`src/rtl/pdm_multi_recv.sv`:
```
// pdm_multi_recv: multi-channel PDM microphone receiver.
// Generates the PDM bit clock from clk with a programmable divider and samples
// every shared data line at the end of each clock phase: the low phase feeds the
// left microphone, the high phase the right one. Each side is deserialised into
// PACK-bit words (first bit received lands in the MSB). All channels are then
// presented together on a valid/ready port, with a sticky flag for dropped sets.
module pdm_multi_recv #(
   parameter int CHANNELS = 2,
   parameter int DIV_W    = 8,
   parameter int PACK     = 8
) (
   input  logic                         clk,
   input  logic                         rst,
   input  logic                         enable,
   input  logic [DIV_W-1:0]             div,
   input  logic [CHANNELS-1:0]          pdm_data,
   output logic                         pdm_clk,
   output logic [2*CHANNELS*PACK-1:0]   out_data,
   output logic                         out_valid,
   input  logic                         out_ready,
   input  logic                         overrun_clr,
   output logic                         overrun
);

   localparam int BCW = (PACK > 1) ? $clog2(PACK) : 1;
   localparam logic [BCW-1:0] LAST_BIT = BCW'(PACK - 1);

   logic [CHANNELS-1:0]        sync_a;
   logic [CHANNELS-1:0]        sync_b;
   logic [DIV_W-1:0]           cnt;
   logic [BCW-1:0]             bit_cnt;
   logic [PACK-1:0]            l_sh [CHANNELS];
   logic [PACK-1:0]            r_sh [CHANNELS];
   logic                       strobe;
   logic                       complete;
   logic [2*CHANNELS*PACK-1:0] word_set;

   // Two-flop synchroniser on the asynchronous microphone data lines
   always_ff @(posedge clk or posedge rst) begin
      if (rst) begin
         sync_a <= '0;
         sync_b <= '0;
      end else begin
         sync_a <= pdm_data;
         sync_b <= sync_a;
      end
   end

   // Sample strobe fires at the end of each half-period; the word set is complete on the last right-side sample
   always_comb begin
      strobe   = enable && (cnt >= div);
      complete = strobe && pdm_clk && (bit_cnt == LAST_BIT);
   end

   // Assemble the outgoing word set, folding in the right-side bit being sampled this very cycle
   always_comb begin
      word_set = '0;
      for (int c = 0; c < CHANNELS; c++) begin
         word_set[(2*c)*PACK +: PACK]   = l_sh[c];
         word_set[(2*c+1)*PACK +: PACK] = (r_sh[c] << 1) | PACK'(sync_b[c]);
      end
   end

   // Divider, bit clock, per-side shift registers and bit counter; disable flushes any partial word
   always_ff @(posedge clk or posedge rst) begin
      if (rst) begin
         pdm_clk <= 1'b0;
         cnt     <= '0;
         bit_cnt <= '0;
         for (int c = 0; c < CHANNELS; c++) begin
            l_sh[c] <= '0;
            r_sh[c] <= '0;
         end
      end else if (!enable) begin
         pdm_clk <= 1'b0;
         cnt     <= '0;
         bit_cnt <= '0;
         for (int c = 0; c < CHANNELS; c++) begin
            l_sh[c] <= '0;
            r_sh[c] <= '0;
         end
      end else if (strobe) begin
         pdm_clk <= ~pdm_clk;
         cnt     <= '0;
         for (int c = 0; c < CHANNELS; c++) begin
            if (!pdm_clk) begin
               l_sh[c] <= (l_sh[c] << 1) | PACK'(sync_b[c]);
            end else begin
               r_sh[c] <= (r_sh[c] << 1) | PACK'(sync_b[c]);
            end
         end
         if (pdm_clk) begin
            bit_cnt <= (bit_cnt == LAST_BIT) ? '0 : bit_cnt + BCW'(1);
         end
      end else begin
         cnt <= cnt + DIV_W'(1);
      end
   end

   // Output register and handshake: load when the slot is free or being drained, otherwise drop and flag overrun
   always_ff @(posedge clk or posedge rst) begin
      if (rst) begin
         out_data  <= '0;
         out_valid <= 1'b0;
         overrun   <= 1'b0;
      end else begin
         if (complete && (!out_valid || out_ready)) begin
            out_data  <= word_set;
            out_valid <= 1'b1;
         end else if (out_valid && out_ready) begin
            out_valid <= 1'b0;
         end
         if (complete && out_valid && !out_ready) begin
            overrun <= 1'b1;
         end else if (overrun_clr) begin
            overrun <= 1'b0;
         end
      end
   end

endmodule

```
`config.mk`:
```
export PLATFORM = sky130hd
export DESIGN_NAME = pdm_multi_recv
export DESIGN_NICKNAME = d
export VERILOG_FILES = /design/src/rtl/pdm_multi_recv.sv
export SDC_FILE = /design/constraint.sdc
export NUM_CORES = 1
export LEC_CHECK = 0
export CAP_MARGIN = 20
export CORE_UTILIZATION = 35
export DETAILED_ROUTE_END_ITERATION = 7
export MAX_ROUTING_LAYER = met4
export PLACE_DENSITY_LB_ADDON = 0.12
export SYNTH_ARGS = -nofsm -noshare
export SYNTH_HDL_FRONTEND = slang
export SYNTH_SLANG_ARGS = --single-unit
```
`constraint.sdc`:
```
create_clock -name clk -period 3.9 [get_ports clk]
set_clock_uncertainty 0.15 [all_clocks]
set_input_delay 0.585 -clock clk [delete_from_list [all_inputs] [get_ports clk]]
set_output_delay 0.585 -clock clk [all_outputs]
set_load 0.005 [all_outputs]
```
==> impl_metrics.tcl, run 1 <==
set metrics [dict create \
    status "finished clean" \
    drive_gt1_share_pct 18.7 \
    layout_min_cycle_time_ns 2.89 \
    setup_viol 0 \
    wl_per_cell_um 13.7 \
    fillCellCount 972 \
    critical-path-max-stage-delay_ns 0.45 \
    r2r_end "out_data[31]" \
    reg2reg_from "cnt[2]" \
    cts_made_buffers 9 \
    worst_pin_slew_ns 0.706 \
    ys_ff_latch 80 \
    root_buffer "clkbuf_8" \
    final_nets 337 \
    cts.clk_slew.worst_paths_ns 0.08 \
    worst-path-buf-inv 3 \
    syn_avg_cell_area_um2 13.8 \
    grt_util_all_layers_pct 13.8 \
    die_y_um 103 \
    die_area_um2 10600 \
    cts_tree "built" \
    final_hold_viol_count 0 \
    synth_largest_area_cell "dfrtp_1" \
    slowest_stage "clkdlybuf4s50_1" \
    fin_crit_sh_pct 74.1 \
    postRouteAntennaNets 0 \
    final_max_slew_viol_count 0 \
    grt_max_degree 43 \
    critical_path.endpoint_type "flip-flop" \
    hp-class "reg2reg" \
    synth_top_area_share_pct 56.2 \
    cp_max_fo 20 \
    drc 0 \
    placedCellCount 433 \
    diodes 0 \
    cp-start-kind "input pin" \
    clk_path_buf_depth 2 \
    cp_data_arrival_time_ns 2.98 \
    postSynthCellCount 258 \
    relSlewSlack_pct 52.8 \
    core_area_um2 9820 \
    hp-start "sync_a[0]" \
    timing.fmax_mhz 346 \
    vdd_drop_max_v 0.000191 \
    critPathRequiredTime_ns 3.99 \
    first_global_vias 2018 \
    rows 36 \
    hpwl_mm 3.99 \
    drtPass1Iterations 4 \
    drt-initial-drc-count 83 \
    ios 50 \
    syn2layout_area_growth_pct 22.2 \
    syn-cell-area_um2 3560 \
    totalPowerFinal_mw 1.52 \
    drv_cap 0 \
    start_util_pct 36.3 \
    worstHoldEndpoint "sync_b[0]" \
    clkSinkCount 80 \
    power.leakage_nw 2.07 \
    antenna_found_initial 0 \
    grt-ovfl-total 0 \
    yosys_warnings 0 \
    power.density_nw_per_um2 350 \
    die_x_um 103 \
    postCtsSetupRepairBufs 0 \
    synth_nets 284 \
    path_cells "clkdlybuf4s50_1, inv_1, ha_1, o21ai_0, a211o_1, o221a_4, nor2_8, buf_12, mux2_2" \
    final_cells 449 \
    viasPerCell 4.49 \
    yosysSeqAreaShare_pct 56.2 \
    synthDistinctLibCells 30 \
    clk_latency_ns 0.35 \
    synth_area_leaders "dfrtp_1, mux2_4, mux2i_1" \
    io_buffers 49 \
    vias 2014 \
    rsz0062_at_grt "no" \
    reg2reg_depth 7 \
    critPathKind "in2reg" \
    postRouteWirelength_mm 6.15 \
    grt_first_pass_wirelength_mm 10.4 \
    reg2reg_slack_ns 1.27 \
    postCtsHoldBufs 0 \
    gp_congestion 0.704 \
    crit_family "buffers and inverters" \
    fin_setup_tns_ns 0 \
    cts_resized 0 \
    whs_path_depth 0 \
    htree_levels 3 \
]
[kinds of logic (layout without fill, tap and decap cells)]
| logic type | count (synthesis) | after routing | share of synthesized area, % |
|---|---|---|---|
| flops | 80 | 80 | 56.2 |
| simple gates | 67 | 67 | 9.65 |
| mux | 65 | 65 | 22.5 |
| buf+inv | 22 | 80 | 4.14 |
| fa+ha+maj | 11 | 11 | 3.86 |
| compound gates | 7 | 7 | 2.18 |
| xor+xnor | 6 | 6 | 1.47 |
[Yosys cell counts]
cell type / instances
a2111oi_4: 1
a211o_1: 1
a21oi_1: 2
and3_1: 4
buf_12: 3
buf_2: 1
buf_6: 2
clkbuf_1: 5
dfrtp_1: 80
ha_1: 11
inv_1: 11
mux2_2: 2
mux2_4: 30
mux2i_1: 33
nand2_1: 40
nand2b_1: 2
nand2b_4: 2
nand3_1: 5
nand3b_1: 1
nand4_1: 1
nand4b_1: 1
nor2_1: 7
nor2_8: 2
nor2b_1: 1
o21ai_0: 1
o221a_4: 1
o22ai_1: 1
or3b_2: 1
xnor2_1: 1
xor2_1: 5
[cell type report]
| cell class | instances | area [um2] | share of cell area (%) |
|---|---|---|---|
| Sequential cell | 80 | 2000 | 46.0 |
| Multi-Input combinational cell | 156 | 1420 | 32.5 |
| Timing Repair Buffer | 53 | 533 | 12.2 |
| Tap cell | 133 | 166 | 3.82 |
| Clock buffer | 11 | 141 | 3.25 |
| Clock inverter | 5 | 56.3 | 1.29 |
| Inverter | 11 | 42.5 | 0.976 |
[flip-flops by register name (all words and copies together) (netlist names)]
name / flops
l_sh: 16
out_data: 32
sync_b: 2
bit_cnt: 3
overrun: 1
r_sh: 14
cnt: 8
out_valid: 1
sync_a: 2
pdm_clk: 1
[stage by stage]
step | hold WS, ns | cell area (um2) | utilization [%] | setup WS, ns
after floorplan | 0.181 | 3560 | - | 1.11
after global placement | 0.188 | 4160 | 42.4 | 0.652
after detailed placement | 0.199 | 4160 | 42.4 | 0.622
after CTS | 0.218 | 4360 | 44.4 | 1.00
after global routing | 0.228 | 4360 | 44.4 | 0.905
final | 0.216 | 4360 | 44.4 | 1.01
[worst max-delay path by stage]
stage	cells past startpoint	start	endpoint	slack, ns
after floorplan	1	rst	bit_cnt[0]	1.11
after global placement	9	div[3]	out_data[30]	0.65
after detailed placement	9	div[3]	out_data[30]	0.62
after CTS	9	div[3]	out_data[31]	1.00
after global routing	9	div[3]	out_data[31]	0.91
final	9	div[3]	out_data[31]	1.01
[power by group]
| part | internal (mW) | switching [mW] | total, mW |
|---|---|---|---|
| combinational | 0.0303 | 0.0385 | 0.0688 |
| clock | 0.312 | 0.303 | 0.615 |
| sequential | 0.834 | 0.00590 | 0.840 |
| total | 1.18 | 0.347 | 1.52 |
[cell usage in the layout (no fill, tap or decap), drive strengths merged]
master / n
and3: 4
a21oi: 2
xnor2: 1
nand4: 1
buf: 4
o22ai: 1
nand4b: 1
a2111oi: 1
nand3: 5
bufinv: 1
ha: 11
or3b: 1
o221a: 1
nor2b: 1
o21ai: 1
nor2: 9
nand3b: 1
mux2i: 33
mux2: 32
dfrtp: 80
nand2: 40
xor2: 5
clkinvlp: 1
a211o: 1
clkinv: 4
clkdlybuf4s50: 49
nand2b: 4
inv: 10
clkbuf: 11
[per-layer routing]
layer | vias up | share of wire (%) | track usage (%) | wire, um
li1 | 984 | - | - | -
met5 | - | 0 | - | 0
met2 | 33 | 45 | 18.7 | 2740
met3 | 10 | 3.3 | 3.86 | 204
met1 | 987 | 50 | 19.2 | 3100
met4 | 0 | 1.6 | 5.85 | 99
Note: power is estimated with default switching activity, not from simulation.
==> inputs of run 2 (changes only) <==
==> constraint.sdc (replaced) <==
create_clock -name clk -period 2.8 [get_ports clk]
set_clock_uncertainty 0.15 [all_clocks]
set_input_delay 0.42 -clock clk [delete_from_list [all_inputs] [get_ports clk]]
set_output_delay 0.42 -clock clk [all_outputs]
set_load 0.005 [all_outputs]
==> run 2 against run 1 <==
Utilization is 0.84 points higher. Cell area is 1.9% higher. Die area stayed put. Count of clock-buffer cells in the layout is 1 lower. Global-route usage is 0.16 points higher. Sequential share of layout area is 0.85 points lower. Critical path type unchanged. Largest power group unchanged.
==> impl_metrics.tcl, run 2 (same netlist as run 1, synthesis figures left out) <==
set metrics [dict create \
    fin_crit_sh_pct 87.0 \
    largest_reg_flops 32 \
    reg2reg_slack_ns 0.40 \
    die_area_um2 10600 \
    vias 2053 \
    die_x_um 103 \
    postCtsHoldBufs 0 \
    whs_ns 0.200 \
    p_comb_share_pct 4.9 \
    power.density_nw_per_um2 459 \
    stdcell_area_um2 4440 \
    drt-initial-drc-count 65 \
    first_global_vias 2120 \
    vdd_drop_max_v 0.000235 \
    root_buffer "clkbuf_8" \
    hpwl_mm 4.14 \
    antenna_found_initial 0 \
    cts_made_buffers 9 \
    worstHoldEndpoint "sync_b[0]" \
    p_sw_share_pct 21.6 \
    grt_first_pass_wirelength_mm 10.7 \
    syn2layout_area_growth_pct 24.5 \
    critPathRequiredTime_ns 2.88 \
    final_nets 346 \
    final_hold_viol_count 0 \
    postRouteAntennaNets 0 \
    critPathKind "in2reg" \
    status "finished clean" \
    whs_path_depth 0 \
    reg2reg_from "cnt[0]" \
    rsz0062_at_grt "no" \
    htree_levels 3 \
    cts.clk_slew.worst_paths_ns 0.07 \
    layout_min_cycle_time_ns 2.44 \
    layout_common_cells "dfrtp_1, clkdlybuf4s50_1, nand2_1, mux2i_1, mux2_4" \
    totalPowerFinal_mw 2.04 \
    clk_path_buf_depth 2 \
    rows 36 \
    worst_pin_slew_ns 0.636 \
    critical_path.endpoint_type "flip-flop" \
    clkSinkCount 80 \
    seqPwrFrac_pct 57.4 \
    cts_resized 0 \
    ios 50 \
    diodes 0 \
    setup_viol 0 \
    io_buffers 49 \
    critical-path-max-stage-delay_ns 0.45 \
    grt_max_degree 43 \
    reg_top3 "out_data: 32 flops, l_sh: 16 flops, r_sh: 14 flops" \
    viasPerCell 4.52 \
    grt_util_all_layers_pct 14.0 \
    p_int_mw 1.60 \
    gp_congestion 0.700 \
    slowest_stage "clkdlybuf4s50_1" \
    drtPass1Iterations 4 \
    core_area_um2 9820 \
    final_max_slew_viol_count 0 \
    timing.fmax_mhz 411 \
    crit_start "div[3]" \
    worst-path-buf-inv 3 \
    postCtsSetupRepairBufs 0 \
    cp_max_fo 10 \
    drc 0 \
    grt-ovfl-total 0 \
    hp-start "sync_a[0]" \
    fin_setup_tns_ns 0 \
    clkPwrFrac_pct 37.7 \
    power.leakage_nw 2.12 \
    drive_gt1_share_pct 19.9 \
    postRouteWirelength_mm 6.18 \
    drv_cap 0 \
    clk_latency_ns 0.34 \
    mostFrequentLayoutCell "dfrtp_1" \
    p_sw_mw 0.440 \
    hp-class "reg2reg" \
    final_cells 454 \
    r2r_end "out_data[5]" \
    top_register "out_data" \
    start_util_pct 36.3 \
    reg2reg_depth 8 \
    post_dp_cell_area_um2 4280 \
    placedCellCount 442 \
    die_y_um 103 \
    path_cells "clkdlybuf4s50_1, inv_1, ha_1, o21ai_0, a211o_1, o221a_4, nor2_8, buf_12, mux2_2" \
    crit_family "buffers and inverters" \
    relSlewSlack_pct 57.6 \
    wl_per_cell_um 13.6 \
    cts_tree "built" \
    cp-start-kind "input pin" \
    cp_data_arrival_time_ns 2.51 \
]
run 2: changes by cell type in the layout (fill, tap and decap cells not counted), sizes merged:
cell and delta:
buf +9, clkbuf -1, clkinv -2, clkinvlp -1
run 2: worst max-delay path by stage:
stage                        end  slack, ns  cells after the start
finish              out_data[30]       0.36                      9
global route        out_data[30]       0.26                      9
CTS                 out_data[30]       0.36                      9
detailed placement  out_data[30]     -0.002                      9
global placement    out_data[30]       0.03                      9
floorplan             bit_cnt[0]       0.18                      1
run 2: power by group through the flow:
stage / Combinational (mW) / Sequential (mW) / Clock, mW
final: 0.0993 / 1.17 / 0.769
after global routing: 0.113 / 1.17 / 0.858
after CTS: 0.104 / 1.17 / 0.810
after detailed placement: 0.104 / 1.19 / 0
after global placement: 0.103 / 1.19 / 0
after floorplan: 0.0616 / 1.19 / 0
run 2: worst reg2reg max path: stages (launching register included):
cell and delay (ns):
dfrtp_1 0.45, inv_1 0.07, ha_1 0.27, nand2b_4 0.15, a2111oi_4 0.36, o221a_4 0.31, nor2_8 0.08, buf_4 0.16
mux2_4 0.29
run 2: layout make-up:
type / instances / area, um2
Clock buffer: 10 / 128
Clock inverter: 2 / 35.0
Fill cell: 964 / 5380
Inverter: 11 / 42.5
Multi-Input combinational cell: 156 / 1420
Sequential cell: 80 / 2000
Tap cell: 133 / 166
Timing Repair Buffer: 62 / 651
run 2: metal layers:
| metal | global-route usage [%] | part of all wire [%] | up-vias |
|---|---|---|---|
| li1 | - | - | 993 |
| met1 | 18.0 | 49 | 1014 |
| met4 | 5.09 | 1.6 | 0 |
| met3 | 5.02 | 3.9 | 10 |
| met5 | - | 0 | - |
| met2 | 20.2 | 46 | 36 |
run 2: per-stage QoR:
step,util (%),setup slack (ns)
6_report,45.2,0.365
3_5_place_dp,43.6,-0.00182
3_3_place_gp,43.6,0.0258
4_1_cts,45.2,0.364
2_1_floorplan,-,0.178
5_1_grt,45.2,0.260
==> inputs of run 3 (changes only) <==
--- a/config.mk
+++ b/config.mk
@@ -6,10 +6,11 @@
 export NUM_CORES = 1
 export LEC_CHECK = 0
 export CAP_MARGIN = 20
+export CORE_MARGIN = 5
 export CORE_UTILIZATION = 35
 export DETAILED_ROUTE_END_ITERATION = 7
 export MAX_ROUTING_LAYER = met4
-export PLACE_DENSITY_LB_ADDON = 0.12
+export PLACE_DENSITY = 0.62
 export SYNTH_ARGS = -nofsm -noshare
 export SYNTH_HDL_FRONTEND = slang
 export SYNTH_SLANG_ARGS = --single-unit
==> run 3 against run 2 <==
Cell area is 1.1% higher. Setup slack worse by 0.094 ns. Routed wire length up 3.8%. Largest cell class unchanged. Final cell count grew 0.22%. Fmax is 3.7% lower. Flip-flop and latch count unchanged. Critical endpoint is now bit_cnt[2]. Highest routed layer unchanged. Hold slack gained 0.0028 ns.
==> impl_metrics.tcl, run 3 (same netlist as run 1, synthesis figures left out) <==
set metrics [dict create \
    hp-class "reg2reg" \
    whs_path_depth 0 \
    critPathRequiredTime_ns 2.91 \
    grt_util_all_layers_pct 11.3 \
    viasPerCell 4.57 \
    worst_pin_slew_ns 0.675 \
    worst-path-buf-inv 2 \
    cts_resized 0 \
    hpwl_mm 4.45 \
    antenna_found_initial 0 \
    start_util_pct 36.1 \
    io_buffers 49 \
    vias 2081 \
    ios 50 \
    reg2reg_slack_ns 0.37 \
    critical_path.endpoint_type "flip-flop" \
    mostFrequentLayoutCell "dfrtp_1" \
    crit_family "compound AO/OA/AOI/OAI gates" \
    top_register "out_data" \
    grt_first_pass_wirelength_mm 11.1 \
    fin_crit_sh_pct 90.3 \
    hp-start "sync_a[0]" \
    rows 36 \
    first_global_vias 2249 \
    root_buffer "clkbuf_8" \
    slowest_stage "nor2b_1" \
    fillCellCount 901 \
    final_hold_viol_count 0 \
    htree_levels 3 \
    cts.clk_slew.worst_paths_ns 0.08 \
    drc 0 \
    wl_per_cell_um 14.1 \
    path_cells "clkdlybuf4s50_1, inv_1, ha_1, o21ai_0, a211o_1, o221a_4, nor2b_1, mux2i_1" \
    postRouteAntennaNets 0 \
    reg2reg_depth 6 \
    die_area_um2 12300 \
    rsz0062_at_grt "no" \
    die_x_um 111 \
    timing.fmax_mhz 395 \
    drtPass1Iterations 4 \
    postRouteWirelength_mm 6.41 \
    die_y_um 111 \
    postCtsSetupRepairBufs 0 \
    layout_min_cycle_time_ns 2.53 \
    drt-initial-drc-count 47 \
    clk_latency_ns 0.34 \
    cp-start-kind "input pin" \
    syn2layout_area_growth_pct 25.9 \
    clk_path_buf_depth 2 \
    cts_tree "built" \
    power.density_nw_per_um2 510 \
    reg_top3 "out_data: 32 flops, l_sh: 16 flops, r_sh: 14 flops" \
    drive_gt1_share_pct 20.5 \
    largest_reg_flops 32 \
    power.leakage_nw 2.14 \
    cts_made_buffers 9 \
    status "finished clean" \
    diodes 0 \
    layout_common_cells "dfrtp_1, clkdlybuf4s50_1, nand2_1, mux2i_1, mux2_4" \
    drv_cap 0 \
    critPathKind "in2reg" \
    cp_max_fo 6 \
    whs_ns 0.203 \
    cp_data_arrival_time_ns 2.64 \
    critical-path-max-stage-delay_ns 0.55 \
    worstHoldEndpoint "sync_b[0]" \
    fin_setup_tns_ns 0 \
    clkSinkCount 80 \
    vdd_drop_max_v 0.000240 \
    final_nets 344 \
    r2r_end "bit_cnt[2]" \
    setup_viol 0 \
    gp_congestion 0.732 \
    reg2reg_from "cnt[2]" \
    ff_latch_area_um2 2000 \
    relSlewSlack_pct 54.9 \
    grt-ovfl-total 0 \
    core_area_um2 9860 \
    postCtsHoldBufs 0 \
    multi_input_area_um2 1420 \
    final_max_slew_viol_count 0 \
    grt_max_degree 57 \
]
==> run 3: cell count changes in the layout (fill, tap and decap cells not counted), sizes merged <==
cell	before	now
inv	10	11
clkbuf	10	9
clkinv	2	3
buf	13	11
bufinv	1	3
==> run 3: worst reg2reg max path: cells and delay by family (launching register included) <==
kind                       cells  cell delay [ns]
adders and majority gates      1             0.29
AOI/OAI and AO/OA              3             0.63
muxes                          1             0.28
DFF                            1             0.45
and+or+nand+nor                1             0.55
==> run 3: worst max-delay path by stage <==
stage / start / end / cells past startpoint
global route: div[3] / bit_cnt[0] / 8
floorplan: rst / bit_cnt[0] / 1
global placement: div[3] / r_sh[2] / 8
detailed placement: div[3] / bit_cnt[2] / 8
finish: div[3] / bit_cnt[2] / 8
CTS: div[3] / bit_cnt[2] / 8
==> run 3: metrics by stage <==
stage	std cells	area, um2	power, mW	setup slack, ns	utilization (%)
final	455	4490	2.29	0.271	45.5
after global routing	455	4490	2.37	0.146	45.5
after CTS	455	4490	2.32	0.267	45.5
after detailed placement	440	4250	1.30	-0.0940	43.1
after global placement	440	4250	1.29	-0.0278	43.1
after floorplan	258	3560	1.25	0.178	-
==> run 3: where the power goes <==
group | total, mW | switching [mW] | internal, mW | leakage [nW]
clock | 1.02 | 0.427 | 0.594 | 0.120
combinational | 0.100 | 0.0540 | 0.0461 | 0.914
sequential | 1.17 | 0.00801 | 1.16 | 1.11
==> run 3: final cells by class <==
class,count,area share [%]
multi-input cells,156,31.5
flip-flops and latches,80,44.6
clock buffers,9,2.76
clock inverters,6,2.59
inverters,11,0.948
well taps,133,3.71
repair buffers,60,13.9
==> run 3: layer usage <==
metal / up-vias / global-route usage [%] / routed length [um] / share of wire, %
li1: 999 / - / - / -
met1: 1036 / 14.0 / 2990 / 47
met2: 35 / 17.8 / 3090 / 48
met3: 11 / 2.51 / 197 / 3.1
met4: 0 / 4.93 / 136 / 2.1
met5: - / - / 0 / 0
